**src/rtl/spi_bus_arbiter.sv**
```systemverilog
// Two-requester SPI pad arbiter with forced CS-high gap between owners and a hold-limit preempt.
// Define SPI_ARB_RR_EN for round-robin tie-breaking; otherwise requester 0 wins every tie.
module spi_bus_arbiter #(
    parameter int GAP_CYCLES = 2,
    parameter int MAX_HOLD   = 255
) (
    input  logic       clk,
    input  logic       rst,
    input  logic       req0,
    input  logic       req1,
    input  logic       done0,
    input  logic       done1,
    output logic       gnt0,
    output logic       gnt1,
    input  logic [5:0] m0_spi_o,
    input  logic [5:0] m1_spi_o,
    output logic [1:0] m0_spi_i,
    output logic [1:0] m1_spi_i,
    output logic [5:0] spi_o,
    input  logic [1:0] spi_i,
    output logic       preempt
);

    // state | meaning
    // IDLE  | no owner, pads idle, arbitrate on next edge
    // OWN0  | requester 0 drives the pads
    // OWN1  | requester 1 drives the pads
    // GAP   | forced CS-high spacing, requests ignored
    typedef enum logic [1:0] {IDLE, OWN0, OWN1, GAP} state_t;

    localparam logic [5:0] SPI_IDLE   = 6'b000001;
    localparam logic [3:0] GAP_LOAD   = 4'(GAP_CYCLES - 1);
    localparam logic [7:0] HOLD_LIMIT = 8'(MAX_HOLD);

    state_t     state, state_nxt;
    logic [7:0] hold_cnt, hold_nxt, hold_inc;
    logic [3:0] gap_cnt, gap_nxt;
    logic       preempt_nxt;
    logic       tie_to0;
    logic       pick0;

`ifdef SPI_ARB_RR_EN
    logic last_owner;

    // last_owner=1 means requester 1 was served last, so a tie goes to 0
    always_ff @(posedge clk or posedge rst) begin
        if (rst) begin
            last_owner <= 1'b1;
        end else if (state_nxt == OWN0) begin
            last_owner <= 1'b0;
        end else if (state_nxt == OWN1) begin
            last_owner <= 1'b1;
        end
    end

    assign tie_to0 = last_owner;
`else
    assign tie_to0 = 1'b1;
`endif

    assign pick0    = req0 && (!req1 || tie_to0);
    // hold_inc is the number of owned cycles including the current one
    assign hold_inc = (hold_cnt == 8'hFF) ? hold_cnt : hold_cnt + 8'd1;

    always_comb begin
        state_nxt   = state;
        hold_nxt    = hold_cnt;
        gap_nxt     = gap_cnt;
        preempt_nxt = 1'b0;
        case (state)
            IDLE: begin
                if (req0 || req1) begin
                    state_nxt = pick0 ? OWN0 : OWN1;
                    hold_nxt  = 8'd0;
                end
            end
            OWN0: begin
                hold_nxt = hold_inc;
                if (done0 || !req0) begin
                    state_nxt = GAP;
                    gap_nxt   = GAP_LOAD;
                end else if (hold_inc == HOLD_LIMIT && req1) begin
                    state_nxt   = GAP;
                    gap_nxt     = GAP_LOAD;
                    preempt_nxt = 1'b1;
                end
            end
            OWN1: begin
                hold_nxt = hold_inc;
                if (done1 || !req1) begin
                    state_nxt = GAP;
                    gap_nxt   = GAP_LOAD;
                end else if (hold_inc == HOLD_LIMIT && req0) begin
                    state_nxt   = GAP;
                    gap_nxt     = GAP_LOAD;
                    preempt_nxt = 1'b1;
                end
            end
            GAP: begin
                if (gap_cnt == 4'd0) begin
                    state_nxt = IDLE;
                end else begin
                    gap_nxt = gap_cnt - 4'd1;
                end
            end
            default: state_nxt = IDLE;
        endcase
    end

    always_ff @(posedge clk or posedge rst) begin
        if (rst) begin
            state    <= IDLE;
            gnt0     <= 1'b0;
            gnt1     <= 1'b0;
            preempt  <= 1'b0;
            hold_cnt <= 8'd0;
            gap_cnt  <= 4'd0;
        end else begin
            state    <= state_nxt;
            gnt0     <= (state_nxt == OWN0);
            gnt1     <= (state_nxt == OWN1);
            preempt  <= preempt_nxt;
            hold_cnt <= hold_nxt;
            gap_cnt  <= gap_nxt;
        end
    end

    // Pad mux keys off the grant flops so reset forces CS high without a clock
    always_comb begin
        spi_o = SPI_IDLE;
        if (gnt0) begin
            spi_o = m0_spi_o;
        end else if (gnt1) begin
            spi_o = m1_spi_o;
        end
    end

    assign m0_spi_i = gnt0 ? spi_i : 2'b00;
    assign m1_spi_i = gnt1 ? spi_i : 2'b00;

endmodule
```
**config.mk**
```make
export PLATFORM = sky130hd
export DESIGN_NAME = spi_bus_arbiter
export DESIGN_NICKNAME = d
export VERILOG_FILES = /design/src/rtl/spi_bus_arbiter.sv
export SDC_FILE = /design/constraint.sdc
export NUM_CORES = 1
export LEC_CHECK = 0
export ABC_AREA = 1
export BUFFER_PORTS_ARGS = -buffer_cell sky130_fd_sc_hd__buf_2
export CAP_MARGIN = 20
export CORE_AREA = 3 3 70 85
export CTS_BUF_LIST = sky130_fd_sc_hd__clkbuf_4 sky130_fd_sc_hd__clkbuf_8 sky130_fd_sc_hd__clkbuf_16
export DETAILED_ROUTE_END_ITERATION = 8
export DIE_AREA = 0 0 73 88
export PLACE_DENSITY_LB_ADDON = 0.25
export SLEW_MARGIN = 20
export SYNTH_ARGS = -nofsm -noshare
export SYNTH_HDL_FRONTEND = slang
export SYNTH_SLANG_ARGS = --single-unit
```
**constraint.sdc**
```tcl
create_clock -name clk -period 4.91 [get_ports clk]
set_input_delay 0 -clock clk [delete_from_list [all_inputs] [get_ports clk]]
set_output_delay 0 -clock clk [all_outputs]
set_load 0.01 [all_outputs]
```
==> results of run 1 <==
==> cells by family after synthesis <==
logic type | count (synthesis) | share of synthesized area [%]
AO/OA/AOI/OAI | 29 | 14.52
buffers and inverters | 33 | 10.01
adder cells (fa/ha/maj) | 7 | 6.869
flip-flops | 17 | 33.37
XOR/XNOR | 2 | 1.374
AND/OR/NAND/NOR | 94 | 33.86
==> critical path: cells and delay by family, from the launching register on <==
family          cells  cell delay [ps]
simple gates        9              990
flops               1              400
compound gates      1               50
fa+ha+maj           1              240
buf+inv             1              120
==> worst max-delay path by stage <==
stage          cells past startpoint         end  slack (ps)
4_1_cts                           12  gap_cnt[1]        2990
3_5_place_dp                      12  gap_cnt[1]        3000
6_report                          12  gap_cnt[1]        3000
3_3_place_gp                      12  gap_cnt[1]        3020
5_1_grt                           15        gnt0        2760
2_1_floorplan                     13  gap_cnt[1]        3190
==> power by group through the flow <==
| stage | sequential, mW | clock (mW) | combinational, mW |
|---|---|---|---|
| 6_report | 0.275 | 0.113 | 0.461 |
| 3_3_place_gp | 0.279 | 0 | 0.473 |
| 5_1_grt | 0.288 | 0.128 | 0.539 |
| 2_1_floorplan | 0.252 | 0 | 0.368 |
| 3_5_place_dp | 0.278 | 0 | 0.465 |
| 4_1_cts | 0.275 | 0.118 | 0.467 |
==> final cells by class <==
cell class                 count  area share, %
sequential                    17          27.33
multi-input combinational    132          46.38
tap                           62          4.984
inverter                      30          7.235
clock buffer                   4          3.135
timing repair buffer          33          10.93
==> registers in the layout (all words and copies together) (netlist names) <==
name and count:
gap_cnt 4, gnt0 1, gnt1 1, hold_cnt 8
preempt 1, state 2
==> layer usage <==
metal / part of all wire, % / vias to the layer above
li1: - / 653
met1: 44 / 530
met2: 46 / 44
met3: 8.0 / 6
met4: 2.1 / 0
met5: 0 / -
==> through the flow <==
step	instance area, µm²	utilization, %	hold slack [ps]	power [mW]	worst slack (ps)
final	1556	29.58	119.0	0.8482	3003
after global routing	1556	29.58	167.0	0.9544	2761
after CTS	1556	29.58	112.2	0.8610	2988
after detailed placement	1498	28.47	154.0	0.7427	3000
after global placement	1498	28.47	163.3	0.7519	3020
after floorplan	1275	-	-73.93	0.6201	3187
==> Yosys cell counts <==
master | n | area share (%)
xor2_1 | 1 | 0.69
a22o_1 | 5 | 3.4
nor2_1 | 16 | 4.7
inv_1 | 29 | 8.5
buf_1 | 1 | 0.29
o21ai_2 | 1 | 0.69
o22a_1 | 1 | 0.69
nor2_2 | 1 | 0.49
o21ai_0 | 12 | 4.7
buf_4 | 1 | 0.59
nor3_1 | 3 | 1.2
a21oi_1 | 2 | 0.79
o21ai_1 | 3 | 1.2
a31oi_1 | 1 | 0.49
nand2_1 | 45 | 13
dfrtp_1 | 17 | 33
a311oi_1 | 1 | 0.69
xnor2_1 | 1 | 0.69
nand3_1 | 19 | 7.5
nand2_2 | 3 | 1.5
or2_2 | 2 | 0.98
nor2_4 | 1 | 0.88
a21oi_2 | 1 | 0.69
ha_1 | 7 | 6.9
o21a_1 | 2 | 1.2
nand2_4 | 1 | 0.88
nand3b_4 | 1 | 1.6
nand4_1 | 2 | 0.98
clkbuf_1 | 1 | 0.29
inv_2 | 1 | 0.29
==> impl_metrics.py, run 1 <==
metrics = {
    "status": {
        "status": "finished clean",
    },
    "synthesis": {
        "synth_nets": 209,
        "syn_area_per_cell_um2": 7.005,
        "syn_inst": 182,
        "synth_cell_types": 30,
        "synth_area_mm2": 0.001275,
        "synth-seq-cells": 17,
        "synth_warnings": 0,
        "ys_seq_area_share_pct": 33.37,
    },
    "clocking": {
        "cts_tree": "yes",
        "cts.repair.resized": 0,
        "post_cts_buffers": 0,
        "clkTransAtPathRegs_ps": 70,
        "clock_latency_ps": 250,
        "clock-sinks": 17,
        "numCtsBuffers": 3,
        "h-tree-depth": 1,
        "cts_hold_buf": 1,
        "clockBufferDepth": 2,
        "cts_root_buf": "clkbuf_8",
    },
    "finish": {
        "drive_above_1_share_pct": 22.22,
        "finalNetCount": 244,
        "multiInputGateArea_um2": 721.9,
        "fillers": 576,
        "area_growth_pct": 22.08,
        "antenna_cells": 0,
        "final_common_cell": "nand2_1",
        "final_cells": 278,
        "final_cell_mix": "45 x nand2_1, 32 x buf_2, 29 x inv_1",
        "ff_latch_area_um2": 425.4,
    },
    "setup_path": {
        "reg2reg_from": "hold_cnt[1]",
        "startpoint_type": "flop",
        "crit_chain": "ha_1 > nand3_1 > inv_2 > nand2_4 > nand3_1 > nand3_1 > nor2_2 > nand3_1 > nand2_2 > nand3b_4 > nor2_1 > a21oi_1",
        "cp_data_arrival_time_ps": 2050,
        "cp-startpoint": "hold_cnt[1]",
        "cp-end-kind": "flop",
        "critical_path_class": "flop to flop",
        "crit_top_cell": "nand3_1",
        "slowest_stage": "dfrtp_1",
        "cp.required_ps": 5050,
        "cpPeakStageDelay_ps": 400,
        "worst_r2r_path_depth": 12,
        "r2r-end": "gap_cnt[1]",
        "rrSetupSlack_ps": 3000,
        "cp_max_fo": 8,
    },
    "placed_design": {
        "port_buffers": 32,
        "gp_congestion": 0.8961,
        "place_inst": 273,
        "dp_hpwl_mm": 2.426,
    },
    "drt": {
        "first_pass_iters": 4,
        "postRouteAntennaNets": 0,
        "via_per_inst": 4.435,
        "first_iter_violations": 58,
        "drc": 0,
        "wire_per_inst_um": 10.60,
        "vias": 1233,
        "drt_wl_total_mm": 2.947,
    },
    "pwr": {
        "p_int_mw": 0.4508,
        "power.net_switching_mw": 0.3974,
        "seqPwrFrac_pct": 32.4,
        "pwr_density_cell_mw_per_mm2": 545.0,
        "power_frac_comb_pct": 54.3,
        "switching_share_pct": 46.86,
        "irDropWorstVdd_mv": 0.1993,
        "power.leakage_nw": 0.8436,
        "clkPwrFrac_pct": 13.3,
    },
    "global_route": {
        "antenna_found_initial": 0,
        "grt_pass1_wl_mm": 5.050,
        "grt-ovfl-total": 0,
        "groute.usage.overall_pct": 9.944,
        "grtUsageMet3_pct": 1.952,
        "grt_max_degree": 18,
        "grt.busiest_layer": "met2",
        "grt_use_met2_pct": 17.09,
        "grt_pass1_vias": 1162,
        "grt_use_met1_pct": 11.94,
    },
    "timing": {
        "fin_crit_sh_pct": 38.84,
        "finalSetupViolCount": 0,
        "slew_violations": 0,
        "worstMarginPinSlew_ps": 704.7,
        "rsz0062_at_grt": "false",
        "fmax_mhz": 524.4,
        "hold_viol_final": 0,
        "relSlewSlack_pct": 52.97,
        "final.setup.tns_ps": 0,
        "fin_skew_ps": 2.306,
        "timing.final.crit_period_ps": 1907,
    },
    "hold_path": {
        "hold_class": "primary input to flop",
        "whs_path_depth": 4,
        "hold-path-endpoint": "gnt1",
        "hold_start": "req0",
    },
    "floorplanning": {
        "fp.coreArea_mm2": 0.005261,
        "fp.dieW_um": 73,
        "start_util_pct": 24.23,
        "rows": 29,
        "die-area_mm2": 0.006424,
        "die_y_um": 88,
        "io_pins": 33,
    },
    "job": {
        "maxCapViolations": 0,
    },
}
(Power assumes the default switching activity.)
==> run 2: changes to the inputs <==
==> constraint.sdc (replaced) <==
create_clock -name clk -period 1.95 [get_ports clk]
set_input_delay 0 -clock clk [delete_from_list [all_inputs] [get_ports clk]]
set_output_delay 0 -clock clk [all_outputs]
set_load 0.01 [all_outputs]
==> impl_metrics.py, run 2 (synthesis results as in run 1) <==
metrics = {
    "finish": {
        "stdcell_area_mm2": 0.001702,
        "area_growth_pct": 33.46,
        "drive_above_1_share_pct": 33.18,
        "finalNetCount": 251,
        "biggestRegsByFlops": "hold_cnt (8), gap_cnt (4), state (2)",
        "largest_reg_flops": 8,
        "top_register": "hold_cnt",
        "final_cell_mix": "40 x nand2_1, 32 x buf_2, 29 x inv_1",
        "final_common_cell": "nand2_1",
        "antenna_cells": 0,
    },
    "clocking": {
        "clock_latency_ps": 260,
        "cts_root_buf": "clkbuf_8",
        "clkTransAtPathRegs_ps": 70,
        "cts_tree": "yes",
        "clockBufferDepth": 2,
        "h-tree-depth": 1,
        "numCtsBuffers": 3,
        "clock-sinks": 17,
    },
    "drt": {
        "vias": 1291,
        "postRouteAntennaNets": 0,
        "met2_length_mm": 1.523,
        "drc": 0,
        "via_per_inst": 4.530,
        "met3WireLength_um": 221,
        "wire_per_inst_um": 10.97,
        "first_iter_violations": 39,
        "m1WireLength_mm": 1.273,
        "drt_wl_total_mm": 3.127,
        "first_pass_iters": 2,
        "routed.top_layer": "met4",
    },
    "global_route": {
        "groute.usage.overall_pct": 10.18,
        "grt_max_degree": 18,
        "grt_pass1_vias": 1243,
        "antenna_found_initial": 0,
        "grt-ovfl-total": 0,
        "grt_pass1_wl_mm": 5.126,
    },
    "timing": {
        "fmax_mhz": 550.5,
        "timing.final.crit_period_ps": 1817,
        "fin_crit_sh_pct": 93.16,
        "worst_slack_ps": 133.4,
        "fin_skew_ps": 3.554,
        "hold_viol_final": 0,
        "final.setup.tns_ps": 0,
        "slew_violations": 0,
        "whs_ps": 126.2,
        "finalSetupViolCount": 0,
        "worstMarginPinSlew_ps": 677.0,
        "relSlewSlack_pct": 54.82,
    },
    "floorplanning": {
        "rows": 29,
        "io_pins": 33,
        "die_y_um": 88,
        "start_util_pct": 24.23,
        "fp.dieW_um": 73,
        "fp.coreArea_mm2": 0.005261,
        "die-area_mm2": 0.006424,
    },
    "setup_path": {
        "startpoint_type": "flop",
        "cp.required_ps": 2100,
        "critical_path_class": "flop to flop",
        "cp_data_arrival_time_ps": 1960,
        "cp-end-kind": "flop",
        "cp_max_fo": 8,
    },
    "pwr": {
        "power.net_switching_mw": 1.106,
        "pwr_density_cell_mw_per_mm2": 1402,
        "seqPwrFrac_pct": 29.3,
        "switching_share_pct": 46.37,
        "p_total_mw": 2.386,
        "p_int_mw": 1.280,
        "power.leakage_nw": 0.8836,
        "irDropWorstVdd_mv": 0.5224,
        "power_frac_comb_pct": 58.6,
        "clkPwrFrac_pct": 12.1,
    },
    "job": {
        "maxCapViolations": 0,
    },
    "placed_design": {
        "pre_cts_ws_ps": 40.42,
        "port_buffers": 32,
        "dpl-instance-area_mm2": 0.001520,
        "gp_congestion": 0.8574,
        "dp_hpwl_mm": 2.437,
    },
    "status": {
        "status": "finished clean",
    },
    "hold_path": {
        "hold_class": "primary input to flop",
    },
}
run 2: cell types whose count changed in the layout (fill, tap and decap cells not counted), moves of 3 or more:
cell / previous run / this run
nand3_2: 0 / 7
nand2_2: 3 / 8
nand3_1: 19 / 12
buf_4: 0 / 6
nor2_4: 1 / 4
nor2_1: 16 / 13
nand2_1: 45 / 40
run 2: layout make-up:
class | count | area [µm²]
Tap cell | 62 | 77.57
Multi-Input combinational cell | 132 | 808.3
Sequential cell | 17 | 427.9
Inverter | 30 | 112.6
Timing Repair Buffer | 40 | 226.5
Fill cell | 548 | 3560
Clock buffer | 4 | 48.80
run 2: power by group through the flow:
stage	combinational, mW	sequential, mW	clock [mW]
2_1_floorplan	0.926	0.636	0
3_3_place_gp	1.25	0.696	0
3_5_place_dp	1.22	0.692	0
4_1_cts	1.23	0.684	0.304
5_1_grt	1.59	0.733	0.320
6_report	1.40	0.700	0.288
run 2: layer usage:
layer	up-vias	GRT usage [%]
met5	-	0
met4	0	5.705
met3	9	1.493
met2	40	18.63
met1	574	10.96
li1	668	-
run 2: stage by stage:
step                std cells  utilization (%)
global placement          276            28.89
floorplan                 182                -
CTS                       281            30.01
detailed placement        276            28.89
finish                    285            32.34
global route              285            32.34
run 2: final timing paths:
check / startpoint / to / slack, ps / depth (start not counted)
max: hold_cnt[0] / gap_cnt[3] / 130 / 13
min: req1 / gnt0 / 130 / 4
max reg2reg: hold_cnt[0] / gap_cnt[3] / 130 / 13
min reg2reg: gap_cnt[3] / gap_cnt[3] / 540 / 2
max in group asynchronous: rst / hold_cnt[3] / 1100 / 3
min in group asynchronous: rst / hold_cnt[0] / 380 / 3
run 2: timing repair:
item	4_1_cts	5_1_grt
hold endpoints to repair	17	0
resized for setup	0	25
endpoints found under the setup margin	0	9
hold buffers	1	0
setup buffers	0	4
run 2: critical path: stages (launching register included):
cell and delay [ps]:
dfrtp_1 430, ha_4 190, nand3_2 80, inv_2 60
nand2_4 100, nand2_2 60, nand2_2 70, nand2_1 50
nor2_2 150, nand3_2 110, nand2_2 100, nand3b_4 140
nand2_1 90, o21ai_1 60
==> run 3: changes to the inputs <==
--- a/config.mk
+++ b/config.mk
@@ -8,11 +8,12 @@
 export ABC_AREA = 1
 export BUFFER_PORTS_ARGS = -buffer_cell sky130_fd_sc_hd__buf_2
 export CAP_MARGIN = 20
-export CORE_AREA = 3 3 70 85
+export CORE_AREA = 2 2 69 84
 export CTS_BUF_LIST = sky130_fd_sc_hd__clkbuf_4 sky130_fd_sc_hd__clkbuf_8 sky130_fd_sc_hd__clkbuf_16
 export DETAILED_ROUTE_END_ITERATION = 8
-export DIE_AREA = 0 0 73 88
+export DIE_AREA = 0 0 71 86
 export PLACE_DENSITY_LB_ADDON = 0.25
+export SETUP_SLACK_MARGIN = 0.15
 export SLEW_MARGIN = 20
 export SYNTH_ARGS = -nofsm -noshare
 export SYNTH_HDL_FRONTEND = slang
==> impl_metrics.py, run 3 (synthesis results as in run 1) <==
metrics = {
    "setup_path": {
        "cp_max_fo": 8,
        "cp-end-kind": "flop",
        "cp_data_arrival_time_ps": 1940,
        "startpoint_type": "flop",
        "crit_chain": "ha_4 > nand3_4 > inv_4 > nand2_4 > nand2_1 > nand2_2 > nand2_2 > nor2_4 > nand3_2 > nand2_2 > nand3b_4 > nor2_2 > a21oi_1",
        "rrSetupSlack_ps": 160,
        "critical_path_class": "flop to flop",
        "cpPeakStageDelay_ps": 410,
        "crit_top_cell": "nand2_2",
        "worst_r2r_path_depth": 13,
        "critPathTopFamily": "simple AND/OR/NAND/NOR gates",
        "slowest_stage": "dfrtp_1",
        "reg2reg_from": "hold_cnt[0]",
        "r2r-end": "gap_cnt[1]",
        "cp.required_ps": 2090,
        "critPathBufInv": 1,
    },
    "floorplanning": {
        "fp.coreArea_mm2": 0.005261,
        "die_y_um": 86,
        "rows": 29,
        "start_util_pct": 24.23,
        "fp.dieW_um": 71,
        "io_pins": 33,
        "die-area_mm2": 0.006106,
    },
    "hold_path": {
        "hold_start": "req1",
        "hold_class": "primary input to flop",
        "whs_path_depth": 4,
        "hold-path-endpoint": "gnt0",
    },
    "clocking": {
        "clock-sinks": 17,
        "clock_latency_ps": 250,
        "clkTransAtPathRegs_ps": 70,
        "numCtsBuffers": 3,
        "cts_tree": "yes",
        "clockBufferDepth": 2,
        "cts_root_buf": "clkbuf_8",
        "h-tree-depth": 1,
    },
    "timing": {
        "fmax_mhz": 557.5,
        "relSlewSlack_pct": 54.83,
        "rsz0062_at_grt": "true",
        "fin_skew_ps": 1.999,
        "slew_violations": 0,
        "fin_crit_sh_pct": 91.99,
        "worstMarginPinSlew_ps": 676.8,
        "finalSetupViolCount": 0,
        "timing.final.crit_period_ps": 1794,
        "hold_viol_final": 0,
        "final.setup.tns_ps": 0,
    },
    "drt": {
        "postRouteAntennaNets": 0,
        "drt_wl_total_mm": 3.158,
        "via_per_inst": 4.474,
        "first_iter_violations": 25,
        "vias": 1284,
        "first_pass_iters": 4,
        "wire_per_inst_um": 11.00,
        "drc": 0,
    },
    "finish": {
        "antenna_cells": 0,
        "largest_reg_flops": 8,
        "final_cells": 287,
        "drive_above_1_share_pct": 36.00,
        "final_common_cell": "nand2_1",
        "finalNetCount": 253,
        "final_cell_mix": "36 x nand2_1, 32 x buf_2, 27 x inv_1",
        "biggestRegsByFlops": "hold_cnt (8), gap_cnt (4), state (2)",
        "top_register": "hold_cnt",
        "area_growth_pct": 34.84,
    },
    "global_route": {
        "grt_pass1_vias": 1184,
        "grt-ovfl-total": 0,
        "grt_max_degree": 18,
        "antenna_found_initial": 0,
        "grt_pass1_wl_mm": 5.037,
        "groute.usage.overall_pct": 10.20,
    },
    "placed_design": {
        "port_buffers": 32,
        "place_inst": 275,
        "gp_congestion": 0.8346,
        "dp_hpwl_mm": 2.367,
    },
    "pwr": {
        "pwr_density_cell_mw_per_mm2": 1399,
        "irDropWorstVdd_mv": 0.5194,
        "power.leakage_nw": 0.8938,
    },
    "status": {
        "status": "finished clean",
    },
    "job": {
        "maxCapViolations": 0,
    },
}
==> run 3: cell count changes in the layout (fill, tap and decap cells not counted), moves of 2 or more <==
cell,change
inv_1,-2
nand3_1,+2
buf_4,+2
nor2_4,-2
nand3_2,-3
nor2_2,+3
nand2_1,-4
nand2_2,+4
==> run 3: repair_timing <==
| item | 4_1_cts | 5_1_grt |
|---|---|---|
| gates cloned | 0 | 0 |
| resized for setup | 7 | 23 |
| hold buffers | 1 | 0 |
| hold endpoints to repair | 17 | 0 |
| setup endpoints to repair | 9 | 9 |
| pin swaps | 3 | 14 |
| buffers inserted | 3 | 4 |
==> run 3: per-layer routing <==
layer	routed length, µm	track usage, %	part of all wire, %
met4	45	4.460	1.4
met5	0	0	0
met2	1648	18.86	52
met1	1259	10.94	40
met3	204	2.350	6.5
==> run 3: area by class of cell <==
cell class,instances,area [µm²]
fill,547,3542
multi-input combinational,132,808.3
sequential,17,427.9
timing repair buffer,42,241.5
inverter,30,115.1
tap,62,77.57
clock buffer,4,48.80
==> run 3: power breakdown <==
part	switching (mW)	total [mW]	internal (mW)	leakage (nW)
logic	0.809	1.41	0.606	0.650
clock network	0.128	0.287	0.159	0.0262
registers	0.192	0.703	0.510	0.218
total	1.13	2.40	1.28	0.894
==> run 3: metrics by stage <==
stage | hold slack (ps) | worst slack, ps | power (mW) | instance area (µm²) | utilization (%)
6_report | 131.5 | 156.2 | 2.404 | 1719 | 32.68
5_1_grt | 150.5 | 1.605 | 2.645 | 1719 | 32.68
4_1_cts | 128.8 | 161.5 | 2.271 | 1618 | 30.75
3_5_place_dp | 169.6 | 35.89 | 1.911 | 1513 | 28.75
3_3_place_gp | 166.9 | 62.48 | 1.923 | 1513 | 28.75
2_1_floorplan | -73.93 | 226.9 | 1.561 | 1275 | -
==> run 3: worst max path at each step <==
stage | from | cells past startpoint | endpoint | slack, ps
final | hold_cnt[0] | 13 | gap_cnt[1] | 160
after global routing | hold_cnt[0] | 13 | gap_cnt[1] | 2
after CTS | hold_cnt[1] | 13 | gap_cnt[1] | 160
after detailed placement | hold_cnt[1] | 12 | gap_cnt[1] | 40
after global placement | hold_cnt[1] | 12 | gap_cnt[1] | 60
after floorplan | hold_cnt[0] | 13 | gap_cnt[1] | 230
==> run 3: worst register-to-register path, cell delays in order (launching register included) <==
cell	delay [ps]
dfrtp_1	410
ha_4	200
nand3_4	90
inv_4	50
nand2_4	100
nand2_1	80
nand2_2	80
nand2_2	60
nor2_4	120
nand3_2	110
nand2_2	100
nand3b_4	130
nor2_2	130
a21oi_1	40
